[src/rtl/uart_pkg.sv]
// Shared UART definitions: receiver state encoding and bit-timing helpers
// used by both uart_rx and uart_tx.
package uart_pkg;

   localparam int unsigned DEF_CLK_FREQ = 25_000_000;
   localparam int unsigned DEF_BAUD     = 115_200;

   // Receiver FSM states
   typedef enum logic [2:0] {
      IDLE   = 3'd0,
      START  = 3'd1,
      DATA   = 3'd2,
      PARITY = 3'd3,
      STOP   = 3'd4,
      BREAK  = 3'd5
   } uart_rx_state_e;

   // Clocks per serial bit (integer division)
   function automatic int unsigned calc_clks_per_bit(input int unsigned clk_freq,
                                                     input int unsigned baud);
      return clk_freq / baud;
   endfunction

   // Clocks from the start edge to the middle of the start bit
   function automatic int unsigned calc_half_bit(input int unsigned clk_freq,
                                                 input int unsigned baud);
      return calc_clks_per_bit(clk_freq, baud) / 2;
   endfunction

endpackage

[src/rtl/uart_rx_sync.sv]
// Two-flop synchroniser for the asynchronous rx pin, plus a falling-edge
// detect on the synchronised signal. All flops reset to the idle (high) level
// so that reset release never looks like a start edge.
module uart_rx_sync (
   input  logic clk_i,
   input  logic rst_i,
   input  logic rx_i,
   output logic rx_s_o,
   output logic fall_c
);

   logic meta_q;
   logic sync_q;
   logic prev_q;

   // Synchroniser chain and one-cycle history for edge detection
   always_ff @(posedge clk_i or posedge rst_i) begin
      if (rst_i) begin
         meta_q <= 1'b1;
         sync_q <= 1'b1;
         prev_q <= 1'b1;
      end else begin
         meta_q <= rx_i;
         sync_q <= meta_q;
         prev_q <= sync_q;
      end
   end

   assign rx_s_o = sync_q;
   assign fall_c = prev_q & ~sync_q;

endmodule

[src/rtl/uart_rx.sv]
// UART receiver, 8N1, LSB first, mid-bit sampling.
// Optional even-parity checking is enabled with the macro UART_RX_PARITY_EN;
// without it the frame is 8N1 and parity_err is tied low.
module uart_rx
   import uart_pkg::*;
#(
   parameter int unsigned CLK_FREQ = DEF_CLK_FREQ,
   parameter int unsigned BAUD     = DEF_BAUD
) (
   input  logic       clk_25mhz,
   input  logic       reset,
   input  logic       rx,
   output logic [7:0] data,
   output logic       data_valid,
   output logic       frame_err,
   output logic       parity_err,
   output logic       busy
);

   localparam int unsigned CLKS_PER_BIT = calc_clks_per_bit(CLK_FREQ, BAUD);
   localparam int unsigned HALF_BIT     = calc_half_bit(CLK_FREQ, BAUD);
   localparam int unsigned CNT_W        = $clog2(CLKS_PER_BIT);

   localparam logic [CNT_W-1:0] BIT_LAST  = CNT_W'(CLKS_PER_BIT - 1);
   localparam logic [CNT_W-1:0] HALF_LAST = CNT_W'(HALF_BIT - 1);

   logic rx_s;
   logic fall_c;

   uart_rx_sync u_sync (
      .clk_i  (clk_25mhz),
      .rst_i  (reset),
      .rx_i   (rx),
      .rx_s_o (rx_s),
      .fall_c (fall_c)
   );

   uart_rx_state_e   state_q;
   logic [CNT_W-1:0] cnt_q;
   logic [2:0]       bit_idx_q;
   logic [7:0]       shift_q;
   logic [7:0]       data_q;
   logic             data_valid_q;
   logic             frame_err_q;
   logic             busy_q;

`ifdef UART_RX_PARITY_EN
   logic par_bit_q;
   logic parity_err_q;
   logic par_bad;

   // Even parity: data bits plus parity bit must XOR to zero
   assign par_bad = (^shift_q) ^ par_bit_q;
`endif

   // Receive FSM: bit timing, shifting and registered strobes
   always_ff @(posedge clk_25mhz or posedge reset) begin
      if (reset) begin
         state_q      <= IDLE;
         cnt_q        <= '0;
         bit_idx_q    <= '0;
         shift_q      <= '0;
         data_q       <= '0;
         data_valid_q <= 1'b0;
         frame_err_q  <= 1'b0;
         busy_q       <= 1'b0;
`ifdef UART_RX_PARITY_EN
         par_bit_q    <= 1'b0;
         parity_err_q <= 1'b0;
`endif
      end else begin
         data_valid_q <= 1'b0;
         frame_err_q  <= 1'b0;
`ifdef UART_RX_PARITY_EN
         parity_err_q <= 1'b0;
`endif
         case (state_q)
            IDLE: begin
               if (fall_c) begin
                  cnt_q     <= '0;
                  bit_idx_q <= '0;
                  state_q   <= START;
                  busy_q    <= 1'b1;
               end
            end

            START: begin
               if (cnt_q == HALF_LAST) begin
                  cnt_q <= '0;
                  if (!rx_s) begin
                     state_q <= DATA;
                  end else begin
                     // Line back high at mid-start: glitch, not a frame
                     state_q <= IDLE;
                     busy_q  <= 1'b0;
                  end
               end else begin
                  cnt_q <= cnt_q + CNT_W'(1);
               end
            end

            DATA: begin
               if (cnt_q == BIT_LAST) begin
                  cnt_q              <= '0;
                  shift_q[bit_idx_q] <= rx_s;
                  if (bit_idx_q == 3'd7) begin
`ifdef UART_RX_PARITY_EN
                     state_q <= PARITY;
`else
                     state_q <= STOP;
`endif
                  end else begin
                     bit_idx_q <= bit_idx_q + 3'd1;
                  end
               end else begin
                  cnt_q <= cnt_q + CNT_W'(1);
               end
            end

`ifdef UART_RX_PARITY_EN
            PARITY: begin
               if (cnt_q == BIT_LAST) begin
                  cnt_q     <= '0;
                  par_bit_q <= rx_s;
                  state_q   <= STOP;
               end else begin
                  cnt_q <= cnt_q + CNT_W'(1);
               end
            end
`endif

            STOP: begin
               if (cnt_q == BIT_LAST) begin
                  cnt_q <= '0;
                  if (rx_s) begin
                     // Return to IDLE mid-stop so a back-to-back start edge is caught
                     state_q <= IDLE;
                     busy_q  <= 1'b0;
`ifdef UART_RX_PARITY_EN
                     if (par_bad) begin
                        parity_err_q <= 1'b1;
                     end else begin
                        data_q       <= shift_q;
                        data_valid_q <= 1'b1;
                     end
`else
                     data_q       <= shift_q;
                     data_valid_q <= 1'b1;
`endif
                  end else begin
                     frame_err_q <= 1'b1;
                     state_q     <= BREAK;
`ifdef UART_RX_PARITY_EN
                     parity_err_q <= par_bad;
`endif
                  end
               end else begin
                  cnt_q <= cnt_q + CNT_W'(1);
               end
            end

            BREAK: begin
               // Held-low line: stay here until idle so only one frame_err fires
               if (rx_s) begin
                  state_q <= IDLE;
                  busy_q  <= 1'b0;
               end
            end

            default: begin
               state_q <= IDLE;
               busy_q  <= 1'b0;
            end
         endcase
      end
   end

   assign data       = data_q;
   assign data_valid = data_valid_q;
   assign frame_err  = frame_err_q;
   assign busy       = busy_q;

`ifdef UART_RX_PARITY_EN
   assign parity_err = parity_err_q;
`else
   assign parity_err = 1'b0;
`endif

endmodule
[config.mk]
export PLATFORM = sky130hd
export DESIGN_NAME = uart_rx
export DESIGN_NICKNAME = d
export VERILOG_FILES = /design/src/rtl/uart_pkg.sv /design/src/rtl/uart_rx_sync.sv /design/src/rtl/uart_rx.sv
export SDC_FILE = /design/constraint.sdc
export NUM_CORES = 1
export LEC_CHECK = 0
export ABC_AREA = 1
export BUFFER_PORTS_ARGS = -buffer_cell sky130_fd_sc_hd__buf_2
export CORE_MARGIN = 8
export CORE_UTILIZATION = 45
export CTS_CLUSTER_SIZE = 16
export DETAILED_ROUTE_END_ITERATION = 8
export PLACE_DENSITY = 0.63
export SYNTH_ARGS = -nofsm -noshare
export SYNTH_HDL_FRONTEND = slang
export SYNTH_SLANG_ARGS = --single-unit
[constraint.sdc]
create_clock -name clk_25mhz -period 2.8 [get_ports clk_25mhz]
set_input_delay 0.28 -clock clk_25mhz [delete_from_list [all_inputs] [get_ports clk_25mhz]]
set_output_delay 0.28 -clock clk_25mhz [all_outputs]
set_load 0.1 [all_outputs]
# --- Word-level counts from Yosys, hierarchy flattened ---
# Cells that the tools add are included.
# Widths: inputs -> output; s select.
op_classes:
  n_eq_ne: 14
  order_cmp: 2
  reduce_logical: 11
  add_sub_neg: 2
  muxes: 31
  bitwise: 3
op_table:
  columns: ["op", "count"]
  rows:
  - ["$mux 3", 10]
  - ["$mux 8", 3]
  - ["$pmux 8 s3", 1]
  - ["$pmux 3 s5", 1]
  - ["$ne 2x2->1 const B", 6]
  - ["$mux 1", 11]
  - ["$eq 3x3->1 const B", 3]
  - ["$add 8x1->8 const B", 1]
  - ["$bwmux 8", 1]
  - ["$eq 8x7->1 const B", 1]
  - ["$eq 8x8->1 const B", 1]
  - ["$reduce_and 4->1", 2]
  - ["$pmux 3 s2", 1]
  - ["$reduce_and 6->1", 1]
  - ["$pmux 1 s5", 1]
  - ["$lt 3x4->1 const B", 1]
  - ["$reduce_and 2->1", 2]
  - ["$add 3x1->3 const B", 1]
  - ["$demux 1 s3", 1]
  - ["$eq 3x1->1 const B", 1]
  - ["$eq 3x2->1 const B", 1]
  - ["$ge 3x1->1 const B", 1]
  - ["$logic_not 3->1", 1]
  - ["$reduce_and 3->1", 1]
  - ["other kinds (8)", 9]
word_totals:
  wordCells: 74
  inputBits: 3
  out_inout_bits: 12
  regBits: 36

# --- Longest topological paths before layout ---
depth:
  depth_word: 5
  mapped_depth: 10

# --- Hierarchy ---
# Synthesis repeated with hierarchy kept, for this count alone.
hier_totals:
  cells_unflattened: 221
  hier_area_um2: 1906.8
by_module_without_submodules:
  columns: ["module", "n_inst", "cells_each", "area_per_inst_um2", "seq_area_each_um2"]
  rows:
  - ["uart_rx", 1, 215, 1814.2, 825.8]
  - ["uart_rx_sync", 1, 6, 92.6, 78.8]

# --- Least setup slack after synthesis ---
# No wires, ideal clock.
synth_path:
  path_kind: "register to register"
  start: "reg bit_idx_q[0]"
  end: "reg bit_idx_q[0]"
  stages_incl_launch_ff: 9
  n_path_buf: 0
  synth_period_minus_slack_ns: 1.387
  path_slack_ns: 1.413
  t_required_ns: 2.679
  setup_time_ns: 0.121
  arrival_ns: 1.267
  path_cell_list: "dfrtp_1 > ha_1 > ha_1 > inv_1 > nand4_1 > nand2_1 > nand3_2 > nand2_1 > o21ai_1"
synth_via:
  elab_chain_len: 4
synth_rtl:
  columns: ["element", "line", "text"]
  rows:
  - ["start, declared", "uart_rx.sv:40", "logic [2:0] bit_idx_q;"]
  - ["start signal, assigned", "uart_rx.sv:113", "bit_idx_q <= bit_idx_q + 3'd1;"]
  - ["$add 3x1->3", "uart_rx.sv:113", null]
  - ["$mux 3", "uart_rx.sv:106", "if (bit_idx_q == 3'd7) begin"]
  - ["$mux 3", "uart_rx.sv:103", "if (cnt_q == BIT_LAST) begin"]
  - ["$pmux 3 s2", "uart_rx.sv:77", "case (state_q)"]
# Parallel ways exist; a longest one is shown, timed or not. The select of a mux whose other input is x is not followed.
# A chain may end at the register's enable or synchronous reset.

# --- Final worst setup path ---
layout_path:
  start: "reg bit_idx_q[0]"
  end: "reg bit_idx_q[1]"
# Same word-level chain as after synthesis.

==> metrics.txt <==
DR vias=1416; Seq/Total Area, Yosys=47.8%; hold path start=rx; largest net degree at the start of global routing=37; number of buffers and inverters on the critical path=1; Post-DP HPWL=2510 um; DIE AREA=6540 um^2; post-CTS setup buffers=0; H-tree depth=2; number of core rows=23; IR drop worst, VDD=0.000392 V; Synth area leader=dfrtp_1; Core ar.=4030 um^2; # diodes=0; HP Class=primary input to flip-flop; Skew-Pair Late Insertion Delay=0.28 ns; skew final=0.00647 ns; Total GRT Usage=12.1%; critical path arrival=1.73 ns; clock group share of total power=21.1%; first-pass GRT wire length=6140 um; Critical path origin=bit_idx_q[0]; Gate power share=38.1%; top-area cell type share of the netlist area=43.7%; status=finished, final reports clean; CP Launch Type=flip-flop; clock slew at reported path FFs=0.07 ns; IO Pins=15; fmax=0.641 GHz; P_leak=0.00113 uW; synth-to-layout area growth=10.8%; max_cap viols=0; CP required=2.97 ns; post-placement cell count=284; pre-CTS setup slack=1.25 ns; synthesis warning total=0; clock sinks=36; wire per inst=11.9 um; Most used DFF post-synth=dfrtp_1; post-synthesis cell count=222; synth cell count leaders=nand2_1 (77), dfrtp_1 (33), inv_1 (17); critical path cell sequence=ha_1 -> ha_1 -> inv_1 -> nand4_1 -> nand2_1 -> nand3_2 -> nand2_1 -> o21ai_1; nets@finish=248; initial DRC count=107; final routed DRC violation total=0; Vias/cell=4.85; final setup TNS=0 ns; Sw Pwr=702 uW; CP Class=flip-flop to flip-flop; die width=80.8 um; r2r worst-path depth=8; Net Count, Synth=229; post-placement cell area=2010 um^2; # hold bufs at CTS=0; Post-synth ARST share=100%; min Tclk post-route=1.56 ns; cts bufs inserted=5; Longest Clk Path Bufs=2; design area=2100 um^2; Slew Viols, Final=0; Worst path depth=8; final hold viol count=0; Int Power=949 uW; Finished Layout Cells=292; FF-to-FF Start=bit_idx_q[0]; Routed Antenna Nets=0; Seq cells post-synth=36; number of enable flip-flop cells after synthesis=0; Detailed Route WL=3470 um; RSZ-0062 raised after global routing=no; slowest stage delay, CP=0.46 ns; Reg power frac=40.8%; fin worst setup slack=1.24 ns; Pre-antenna DRT Iters=4; count leader, synth=nand2_1; top cells by area, synth=dfrtp_1 (44%), nand2_1 (15%), nand3_1 (4.2%); synthesized area per cell=8.52 um^2; fraction of layout cells with a size suffix above 1=21.9%; Finish-stage setup viols=0; die span in y=80.8 um; initial antenna violation count=0; hold path depth=1; initial core utilization=47.0%; Mapped Area=1890 um^2; Worst Path Max Fanout=7; Pwr Total=1650 uW; CTS resizes=0; vias in the first global route=1358; Setup crit end kind=flip-flop; GRT overflow=0; PwrDens=788 nW/um^2; CTS root buf=clkbuf_8; Routability Congestion=0.885; CTS tree=yes; IO buf count=13; synth unique cells=30; sw frac=42.5%; Crit-path slowest cell=dfrtp_1; period utilisation layout=55.7%; critical path's top delay family=flip-flops
-- layout by cell type, fill, tap and decap left out, types with 2 or more instances in the layout --
cell	netlist	final
xor2_1	3	3
nand2_1	77	77
nand2_4	4	4
inv_2	5	5
o21ai_1	14	14
dfstp_2	3	3
nor2_4	3	3
a21oi_1	2	2
nand2_2	4	4
clkbuf_8	0	5
inv_1	17	17
nor2_1	13	13
clkbuf_1	0	2
o21ai_2	3	3
nand3_1	16	16
nor2_2	2	2
dfrtp_1	33	33
nand3_2	4	4
ha_1	4	4
nand4_1	3	3
buf_2	1	13
-- metrics by stage --
| stage | utilization [%] | hold slack [ns] |
|---|---|---|
| 3_5_place_dp | 50.0 | 0.349 |
| 2_1_floorplan | - | 0.284 |
| 3_3_place_gp | 50.0 | 0.346 |
| 5_1_grt | 52.0 | 0.0822 |
| 4_1_cts | 52.0 | 0.0791 |
| 6_report | 52.0 | 0.0891 |
-- power by group through the flow --
| stage | clock network (uW) | logic, uW | registers, uW |
|---|---|---|---|
| 2_1_floorplan | 0 | 474 | 713 |
| 3_3_place_gp | 0 | 625 | 681 |
| 3_5_place_dp | 0 | 629 | 682 |
| 4_1_cts | 360 | 635 | 674 |
| 5_1_grt | 378 | 719 | 687 |
| 6_report | 349 | 628 | 674 |
-- registers in the layout (all words and copies together), names as in the netlist --
| name | count |
|---|---|
| cnt_q | 8 |
| data_valid | 1 |
| u_sync.meta_q | 1 |
| bit_idx_q | 3 |
| u_sync.rx_s_o | 1 |
| state_q | 3 |
| busy | 1 |
| frame_err | 1 |
| u_sync.prev_q | 1 |
| data | 8 |
| shift_q | 8 |
-- routing by layer --
layer / track usage (%) / wire length [um] / up-vias
li1: - / - / 747
met1: 16.1 / 1680 / 627
met2: 16.9 / 1480 / 35
met3: 3.31 / 228 / 7
met4: 7.32 / 79 / 0
met5: 0 / 0 / -
-- cell families (layout without fill, tap and decap cells) --
| logic type | Yosys count | after routing | share of synthesized area (%) |
|---|---|---|---|
| other | 1 | 1 | 0.198 |
| AOI/OAI and AO/OA | 21 | 21 | 6.88 |
| DFF | 36 | 36 | 47.8 |
| adders and majority gates | 4 | 4 | 2.65 |
| and+or+nand+nor | 131 | 131 | 35.1 |
| xor gates and xnor gates | 4 | 4 | 1.85 |
| buffers and inverters | 25 | 45 | 5.49 |
-- worst paths after layout --
path / to / slack (ns)
min in group asynchronous: shift_q[6] / 0.10
worst min-delay path: u_sync.meta_q / 0.09
worst min register to register: u_sync.rx_s_o / 0.36
worst max-delay path: bit_idx_q[1] / 1.24
worst max register to register: bit_idx_q[1] / 1.24
max in group asynchronous: u_sync.meta_q / 2.36
-- cell type report --
cell class | count | area [um^2]
clock buffers | 7 | 76.3
clock inverters | 1 | 5.00
fillers | 402 | 1930
inverters | 23 | 91.3
multi-input cells | 161 | 883
flip-flops and latches | 36 | 905
well taps | 50 | 62.6
repair buffers | 14 | 72.6
Note: power is estimated with default switching activity, not from simulation.
